File: src/rtl/mem_arbiter.sv
// Two-port round-robin arbiter in front of a single synchronous-read RAM.
// Port 0 is the CPU memory path and port 1 is the loader/debug port.
module mem_arbiter #(
   parameter int AW = 8,
   parameter int DW = 16
) (
   input  logic            clk,
   input  logic            reset,
   input  logic [1:0]      req,
   input  logic [1:0]      we,
   input  logic [2*AW-1:0] addr,
   input  logic [2*DW-1:0] wdata,
   output logic [1:0]      gnt,
   output logic [1:0]      rvalid,
   output logic [DW-1:0]   rdata,
   output logic            busy,
   output logic [AW-1:0]   mem_addr,
   output logic            mem_write,
   output logic [DW-1:0]   mem_din,
   input  logic [DW-1:0]   mem_dout
);

   typedef enum logic [1:0] {IDLE, ACCESS, READ} state_t;

   state_t        state_q;
   logic          last_q;
   logic          win_q;
   logic          we_q;
   logic [AW-1:0] addr_q;
   logic [DW-1:0] wdata_q;
   logic [1:0]    gnt_q;
   logic [1:0]    rvalid_q;
   logic          busy_q;
   logic          mem_write_q;

   logic          win_d;
   logic [AW-1:0] addr_d;
   logic [DW-1:0] wdata_d;

   // A lone requester wins outright; on a tie the port that did not win last time goes.
   always_comb begin
      win_d   = req[1] & (~req[0] | ~last_q);
      addr_d  = win_d ? addr[2*AW-1:AW]  : addr[AW-1:0];
      wdata_d = win_d ? wdata[2*DW-1:DW] : wdata[DW-1:0];
   end

   always_ff @(posedge clk or negedge reset) begin
      if (!reset) begin
         state_q     <= IDLE;
         last_q      <= 1'b1;
         win_q       <= 1'b0;
         we_q        <= 1'b0;
         addr_q      <= '0;
         wdata_q     <= '0;
         gnt_q       <= '0;
         rvalid_q    <= '0;
         busy_q      <= 1'b0;
         mem_write_q <= 1'b0;
      end else begin
         gnt_q       <= '0;
         rvalid_q    <= '0;
         mem_write_q <= 1'b0;
         case (state_q)
            IDLE: begin
               if (|req) begin
                  win_q       <= win_d;
                  last_q      <= win_d;
                  we_q        <= we[win_d];
                  addr_q      <= addr_d;
                  wdata_q     <= wdata_d;
                  gnt_q       <= {win_d, ~win_d};
                  mem_write_q <= we[win_d];
                  busy_q      <= 1'b1;
                  state_q     <= ACCESS;
               end
            end
            ACCESS: begin
               // The RAM commits a write on this edge; a read needs one more cycle for data.
               if (we_q) begin
                  busy_q  <= 1'b0;
                  state_q <= IDLE;
               end else begin
                  rvalid_q <= {win_q, ~win_q};
                  state_q  <= READ;
               end
            end
            READ: begin
               busy_q  <= 1'b0;
               state_q <= IDLE;
            end
            default: begin
               busy_q  <= 1'b0;
               state_q <= IDLE;
            end
         endcase
      end
   end

   assign gnt       = gnt_q;
   assign rvalid    = rvalid_q;
   assign busy      = busy_q;
   assign mem_addr  = addr_q;
   assign mem_din   = wdata_q;
   assign mem_write = mem_write_q;
   // RAM output is only valid in READ; hold zero otherwise so reset leaves rdata clean.
   assign rdata     = (|rvalid_q) ? mem_dout : '0;

endmodule

File: config.mk
export PLATFORM = sky130hd
export DESIGN_NAME = mem_arbiter
export DESIGN_NICKNAME = d
export VERILOG_FILES = /design/src/rtl/mem_arbiter.sv
export SDC_FILE = /design/constraint.sdc
export NUM_CORES = 1
export LEC_CHECK = 0
export ABC_AREA = 1
export ABC_CLOCK_PERIOD_IN_PS = 3000
export CORE_UTILIZATION = 34
export DETAILED_ROUTE_END_ITERATION = 12
export GPL_TIMING_DRIVEN = 0
export PLACE_DENSITY = 0.75
export SYNTH_ARGS = -nofsm -noshare
export SYNTH_HDL_FRONTEND = slang
export SYNTH_SLANG_ARGS = --single-unit
export TNS_END_PERCENT = 30
File: constraint.sdc
create_clock -name clk -period 3 [get_ports clk]
set_clock_uncertainty 0.1 [all_clocks]
set_input_delay 0.6 -clock clk [delete_from_list [all_inputs] [get_ports clk]]
set_output_delay 0.6 -clock clk [all_outputs]
set_load 0.02 [all_outputs]
; Word level (Yosys, flattened, before mapping)
; Index checks and enable logic that the tools add are counted.
[totals]
regBits = 35
latch_bits = 0
mem_bits_rw = 0
mem_bits_ro = 0
in_bits = 70
output_inout_bits = 46
word_cells = 42
memories = 0
[op_classes]
add_sub_neg = 0
n_mul = 0
n_div = 0
magnitude_cmp = 1
eq_ne = 3
shifts = 0
n_mux = 17
bitwise_logic = 6
reduce_logical = 5
[op_table]
columns = operator, count
row1 = $mux 16, 2
row2 = $mux 2, 6
row3 = $mux 8, 1
row4 = $mux 1, 6
row5 = $ne 2x2->1 const B, 2
row6 = $not 1->1, 4
row7 = $pmux 2 s2, 1
row8 = $reduce_and 2->1, 2
row9 = $reduce_or 2->1, 2
row10 = $eq 2x1->1 const B, 1
row11 = $logic_not 2->1, 1
row12 = $lt 1x2->1 const B, 1
row13 = $pmux 1 s2, 1
row14 = $and 1x1->1, 1
row15 = $or 1x1->1, 1

; Logic depth before layout (Yosys ltp)
; Gate-level depths: netlist of the first run.
[logic_depth]
depth_word = 7
mapped_depth = 7
depth_no_buf = 6

; Worst setup path after synthesis of the first run
; Ideal clock, no wire load.
[synth_timing]
path_type = register to output
from = register rvalid_q[1] (netlist: rvalid[1])
to = output port rdata[10]
arrival_time_ps = 1091
t_required_ps = 2300
setup_slack_ps = 1209
path_stages_with_launch = 4
n_path_buf = 1
path_cell_list = dfrtp_1 > nor2_1 > buf_2 > nor2_1
[synth_between]
elab_chain_cells = 2
[synth_lines]
columns = item, line_no
row1 = "start, declared", 32  ; logic [1:0] rvalid_q;
row2 = "start signal, assigned", 83  ; rvalid_q <= {win_q, ~win_q};
row3 = $reduce_or 2->1, 106  ; assign rdata = (|rvalid_q) ? mem_dout : '0;
row4 = $mux 16, 106
row5 = "end, declared", 15  ; output logic [DW-1:0] rdata,
; Every way passes these cells.

; Worst setup path after layout of the first run
[layout_timing]
from = register rvalid_q[1] (netlist: rvalid[1])
to = output port rdata[11]
; The elaborated chain is that of the path after synthesis.

==> results of run 1 <==
## worst register-to-register path, stage by stage (launching register included)
cell and delay [ns]:
dfstp_2 0.55, nand2_2 0.12, nand2_2 0.20, buf_2 0.26, nand2_1 0.07, nand3_1 0.09, nand2_1 0.06
## synth_stat cells
cell type  number
nand2_1        93
inv_1          42
dfrtp_1        34
nand3_1        26
nor2_1         21
nand3b_1       18
buf_2           4
buf_4           4
buf_6           3
nand2_2         2
buf_1           1
clkbuf_1        1
dfstp_2         1
inv_2           1
nor2_2          1
nor2_4          1
o21a_1          1
o21ai_0         1
## how the worst max path moves through the flow
stage / cells after the start / to / slack [ns]
6_report: 4 / rdata[11] / 0.44
5_1_grt: 4 / rdata[11] / 0.28
4_1_cts: 4 / rdata[11] / 0.42
3_5_place_dp: 4 / rdata[8] / 0.46
3_3_place_gp: 1 / mem_din[2] / 0.47
2_1_floorplan: 3 / rdata[10] / 1.21
## layout make-up
| class | count | area [sq um] |
|---|---|---|
| flip-flops and latches | 35 | 877.1 |
| well taps | 70 | 87.58 |
| plain buffers | 13 | 91.34 |
| inverters | 43 | 161.4 |
| clock buffers | 8 | 80.08 |
| fillers | 493 | 2036 |
| multi-input cells | 164 | 735.7 |
| repair buffers | 114 | 1136 |
## registers in the layout (all words and copies together) (netlist names)
signal	cells
mem_write	1
state_q	2
mem_din	16
we_q	1
busy	1
gnt	2
mem_addr	8
rvalid	2
win_q	1
last_q	1
## power groups by stage
stage | logic, mW | clock network (mW) | registers [mW]
floorplan | 0.684 | 0 | 1.06
global placement | 1.67 | 0 | 0.823
detailed placement | 1.70 | 0 | 0.822
CTS | 1.69 | 0.329 | 0.821
global route | 1.83 | 0.350 | 0.847
finish | 1.67 | 0.318 | 0.820
## routing by layer
| layer | vias to the layer above | track usage (%) | routed length, um |
|---|---|---|---|
| met5 | - | 0 | 0 |
| met4 | 0 | 5.192 | 33 |
| met3 | 5 | 5.509 | 489 |
| met2 | 89 | 31.91 | 2358 |
| met1 | 887 | 22.10 | 2148 |
| li1 | 1003 | - | - |
## kinds of logic (layout without fill, tap and decap cells)
kind of cell           after synthesis  after routing  share of synthesized area [%]
AOI/OAI and AO/OA                    2              2                         0.6706
buffers and inverters               56            178                          13.55
DFF                                 35             35                          47.02
and+or+nand+nor                    162            162                          38.77
==> run metrics, run 1 <==
worst setup path start rvalid[1]; first-pass GRT wire length 8556 um; DRC viols 0; cell area after layout 3169 sq um; cell taking the most area after synthesis dfrtp_1; top post-synthesis cells by area dfrtp_1 (46%), nand2_1 (19%), inv_1 (8.5%), nand3b_1 (7.2%), nand3_1 (7.0%); Final #Nets around 450; CTS root buf clkbuf_8; synth unique cells 18; Non-Filler Instances 447; Arrival @ worst endpoint about 1.9 ns; Post-CTS Setup Bufs 0; largest net degree at the start of global routing 36; flop2flop setup slack 1.45 ns; Hold WS 0.2814 ns; Area after DPL 3089 sq um; TritonCTS Buffers 5; Startpoint Class register; commonest non-fill, non-tap cell in the layout clkdlybuf4s50_1; antenna violations before repair 0; clk buf depth 2; vias post-DR 1,984; die area 5787 sq um; Post-CTS Hold Buffers 0; Tcrit/Tclk final 85.28%; Final Hold Vio Count 0; Via density between 4 and 5; Wirelength per Cell approximately 11 um; Area Overhead vs Synth 69.89%; total grt overflow 0; r2r startpoint last_q; HPWL Detailed between 3000 and 4000 um; Comb power frac between 50% and 60%; CP Class register to output pin; total inserted antenna cells 0; die width 76.08 um; boundary pin count between 100 and 150; initial drt markers 39; worst vdd ir 0.4449 mV; worst skew pair latency 0.28 ns; final-report setup violation count 0; die span in y 76.08 um; Core Box Area 5205 sq um; Fmax 0.3909 GHz; worst reg2reg endpoint mem_din[11]; synthesized area per cell 7.316 sq um; Yosys reg bits 35; CP Cell Sequence nor2_1, buf_2, nor2_1, clkdlybuf4s50_1; Crit. End Element output pin; Syn Nets about 330; area share of the largest cell type after synthesis 45.61%; DRT Pass-1 Iters 4; post-cts sizing count 0; internal power 1.641 mW; share of layout cells above drive strength 1 slightly above 6%; gpl congestion roughly 0.73; Slew Viols, Final 0; final worst slack 0.4417 ns; Max-slew headroom 49.90%; vias in the first global route between 1,500 and 2,000; Setup TNS Final 0 ns; sequential share of the synthesized area 47.02%; commonest cells after routing, fill and taps aside clkdlybuf4s50_1 (113), nand2_1 (93), inv_1 (42); Seq pwr share 29.2%; worst path required time 2.30 ns; pre-CTS setup slack 0.4648 ns; Post-Syn Instances approximately 260; total track usage 18.42%; yosys warns 0; min cycle time layout approximately 2.6 ns; Bufs and invs on worst path 2; Routed Antenna Nets 0; CTS tree done; final core utilization 60.89%; Net Switching 1.170 mW; clk sinks 35; Site Rows 26; clock network power share 11.3%; outcome finished, final reports clean; Pwr per Cell Area 886.9 nW/um^2; reg2reg path depth 6; Sw Share about two fifths; initial core utilization 35.84%; max_cap viols 0; slowest CP cell clkdlybuf4s50_1; CP dominant cell by count nor2_1; post-synthesis cell area about 1900 sq um; H-tree lvl count 2; RSZ-0062 raised after global routing no; total power 2.811 mW; slowest stage delay, CP 0.53 ns; Worst Path Max Fanout 10; I/O Buffers between 100 and 150; worst min-delay path class input port to asynchronous set/reset pin; placed cells 439; P_leak 1.611 nW; Routed WL roughly 5000 um; Worst-Margin Slew 0.7515 ns; clock slew at reported path FFs 0.07 ns; CP delay by family, top buffers and inverters
No activity file was read; power rests on OpenSTA's default activity.
==> inputs of run 2 (changes only) <==
Settings changed: PLACE_DENSITY 0.75 to 0.77.
==> run 2 against run 1 <==
  * Cell count unchanged
  * First-iteration DRC count up 130%
  * Fmax fell by 1.1%
  * Sequential power about the same
  * Power up 1.7%
  * Setup slack worse by 0.028 ns
  * Clock-buffer cell count unchanged
  * Largest power group unchanged
  * Clock power rose by 15%
  * Largest cell class unchanged
  * Wire length increased by 0.64%
==> run metrics, run 2 (same netlist as run 1, synthesis figures left out) <==
pre-CTS setup slack approximately 0.46 ns; gr busiest metal met2; vias in the first global route 1,979; Worst Path Max Fanout 10; final worst slack 0.4140 ns; Pwr per Cell Area 896.5 nW/um^2; RSZ-0062 raised after global routing no; Area Overhead vs Synth 70.96%; Bufs and invs on worst path 2; max_cap viols 0; CTS root buf clkbuf_8; commonest non-fill, non-tap cell in the layout clkdlybuf4s50_1; Via density 4.434; Post-CTS Hold Buffers 0; Startpoint Class register; Net Switching 1.174 mW; CTS tree done; slowest stage delay, CP 0.53 ns; Routed Antenna Nets 0; TritonCTS Buffers 5; worst min-delay path class input port to asynchronous set/reset pin; clk sinks 35; HPWL Detailed 3870 um; Post-CTS Setup Bufs 0; worst skew pair latency 0.28 ns; Seq pwr share 28.7%; commonest cells after routing, fill and taps aside clkdlybuf4s50_1 (113), nand2_1 (93), inv_1 (42); Routed WL 5062 um; die span in y 76.08 um; outcome finished, final reports clean; internal power 1.685 mW; total power roughly 2.9 mW; P_leak 1.623 nW; first-pass GRT wire length 8776 um; Max-slew headroom 48.04%; total grt overflow 0; clock network power share 12.8%; vias post-DR 1,982; Largest register FFs 16; die width 76.08 um; Hold WS just under 0.3 ns; Setup TNS Final 0 ns; total track usage 18.40%; Wirelength per Cell 11.32 um; Comb power frac 58.5%; clk buf depth 2; Tcrit/Tclk final 86.20%; met2 Track Usage GR 32.27%; Fmax slightly below 0.4 GHz; clock slew at reported path FFs roughly 0.070 ns; min cycle time layout 2.586 ns; total inserted antenna cells 0; Crit. End Element output pin; initial core utilization 35.84%; CP Class register to output pin; Final #Nets about 450; H-tree lvl count 2; DRC viols 0; gpl congestion ~0.74; Site Rows 26; Slew Viols, Final 0; met3 Track Usage GR around 5.6%; initial drt markers 90; worst path required time ~2.3 ns; slowest CP cell clkdlybuf4s50_1; antenna violations before repair 0; share of layout cells above drive strength 1 6.631%; CP dominant cell by count nor2_1; post-cts sizing count 0; worst vdd ir around 0.49 mV; Worst-Margin Slew about 0.78 ns; fill cell count 481; boundary pin count 116; GR Util met1 21.75%; CP delay by family, top buffers and inverters; die area 5787 sq um; Sw Share 41.07%; CP Cell Sequence nor2_1, buf_2, nor2_1, clkdlybuf4s50_1; largest net degree at the start of global routing 36; I/O Buffers ~110; DRT Pass-1 Iters 4; final-report setup violation count 0; Final Hold Vio Count 0; Arrival @ worst endpoint approximately 1.9 ns; Core Box Area 5205 sq um
## run 2: cell counts in the layout (fill, tap and decap cells not counted)
No cell type changed its count.
## run 2: power groups by stage
stage                     combinational (mW)  sequential (mW)  clock [mW]
after detailed placement                1.69            0.823           0
after CTS                               1.70            0.821       0.377
after floorplan                        0.684             1.06           0
after global placement                  1.66            0.824           0
after global routing                    1.83            0.851       0.396
final                                   1.67            0.820       0.365
## run 2: per-layer routing
| layer | wire length [um] | share of wire [%] | vias up |
|---|---|---|---|
| li1 | - | - | 997 |
| met1 | 2138 | 42 | 889 |
| met2 | 2391 | 47 | 92 |
| met3 | 496 | 9.8 | 4 |
| met4 | 36 | 0.71 | 0 |
| met5 | 0 | 0 | - |
## run 2: through the flow
step	std cells	area [sq um]	utilization, %
finish	447	3189	61.27
global route	447	3189	61.27
CTS	447	3189	61.27
detailed placement	439	3089	59.35
global placement	439	3094	59.45
floorplan	255	1866	-
## run 2: path summary, 6_finish.rpt
| path | from | endpoint | slack [ns] | cells after the start |
|---|---|---|---|---|
| worst max-delay path | rvalid[1] | rdata[6] | 0.41 | 4 |
| worst min-delay path | reset | mem_din[13] | 0.30 | 1 |
| max in group asynchronous | reset | mem_din[12] | 2.00 | 1 |
| min in group clk | win_q | rvalid[0] | 0.33 | 1 |
| worst min register to register | win_q | rvalid[0] | 0.33 | 1 |
| worst max register to register | last_q | mem_din[11] | 1.48 | 6 |
## run 2: worst register-to-register path: stages (launching register included)
cell and delay [ns]:
dfstp_2 0.54, nand2_2 0.11, nand2_2 0.20, buf_2 0.25, nand2_1 0.07, nand3_1 0.09, nand2_1 0.06
## run 2: area by class of cell
cell class              instances  area, sq um  area share [%]
repair buffers                114         1136           35.62
plain buffers                  13        91.34           2.864
clock buffers                   8        100.1           3.138
well taps                      70        87.58           2.746
inverters                      43        161.4           5.061
flip-flops and latches         35        877.1           27.50
multi-input cells             164        735.7           23.07
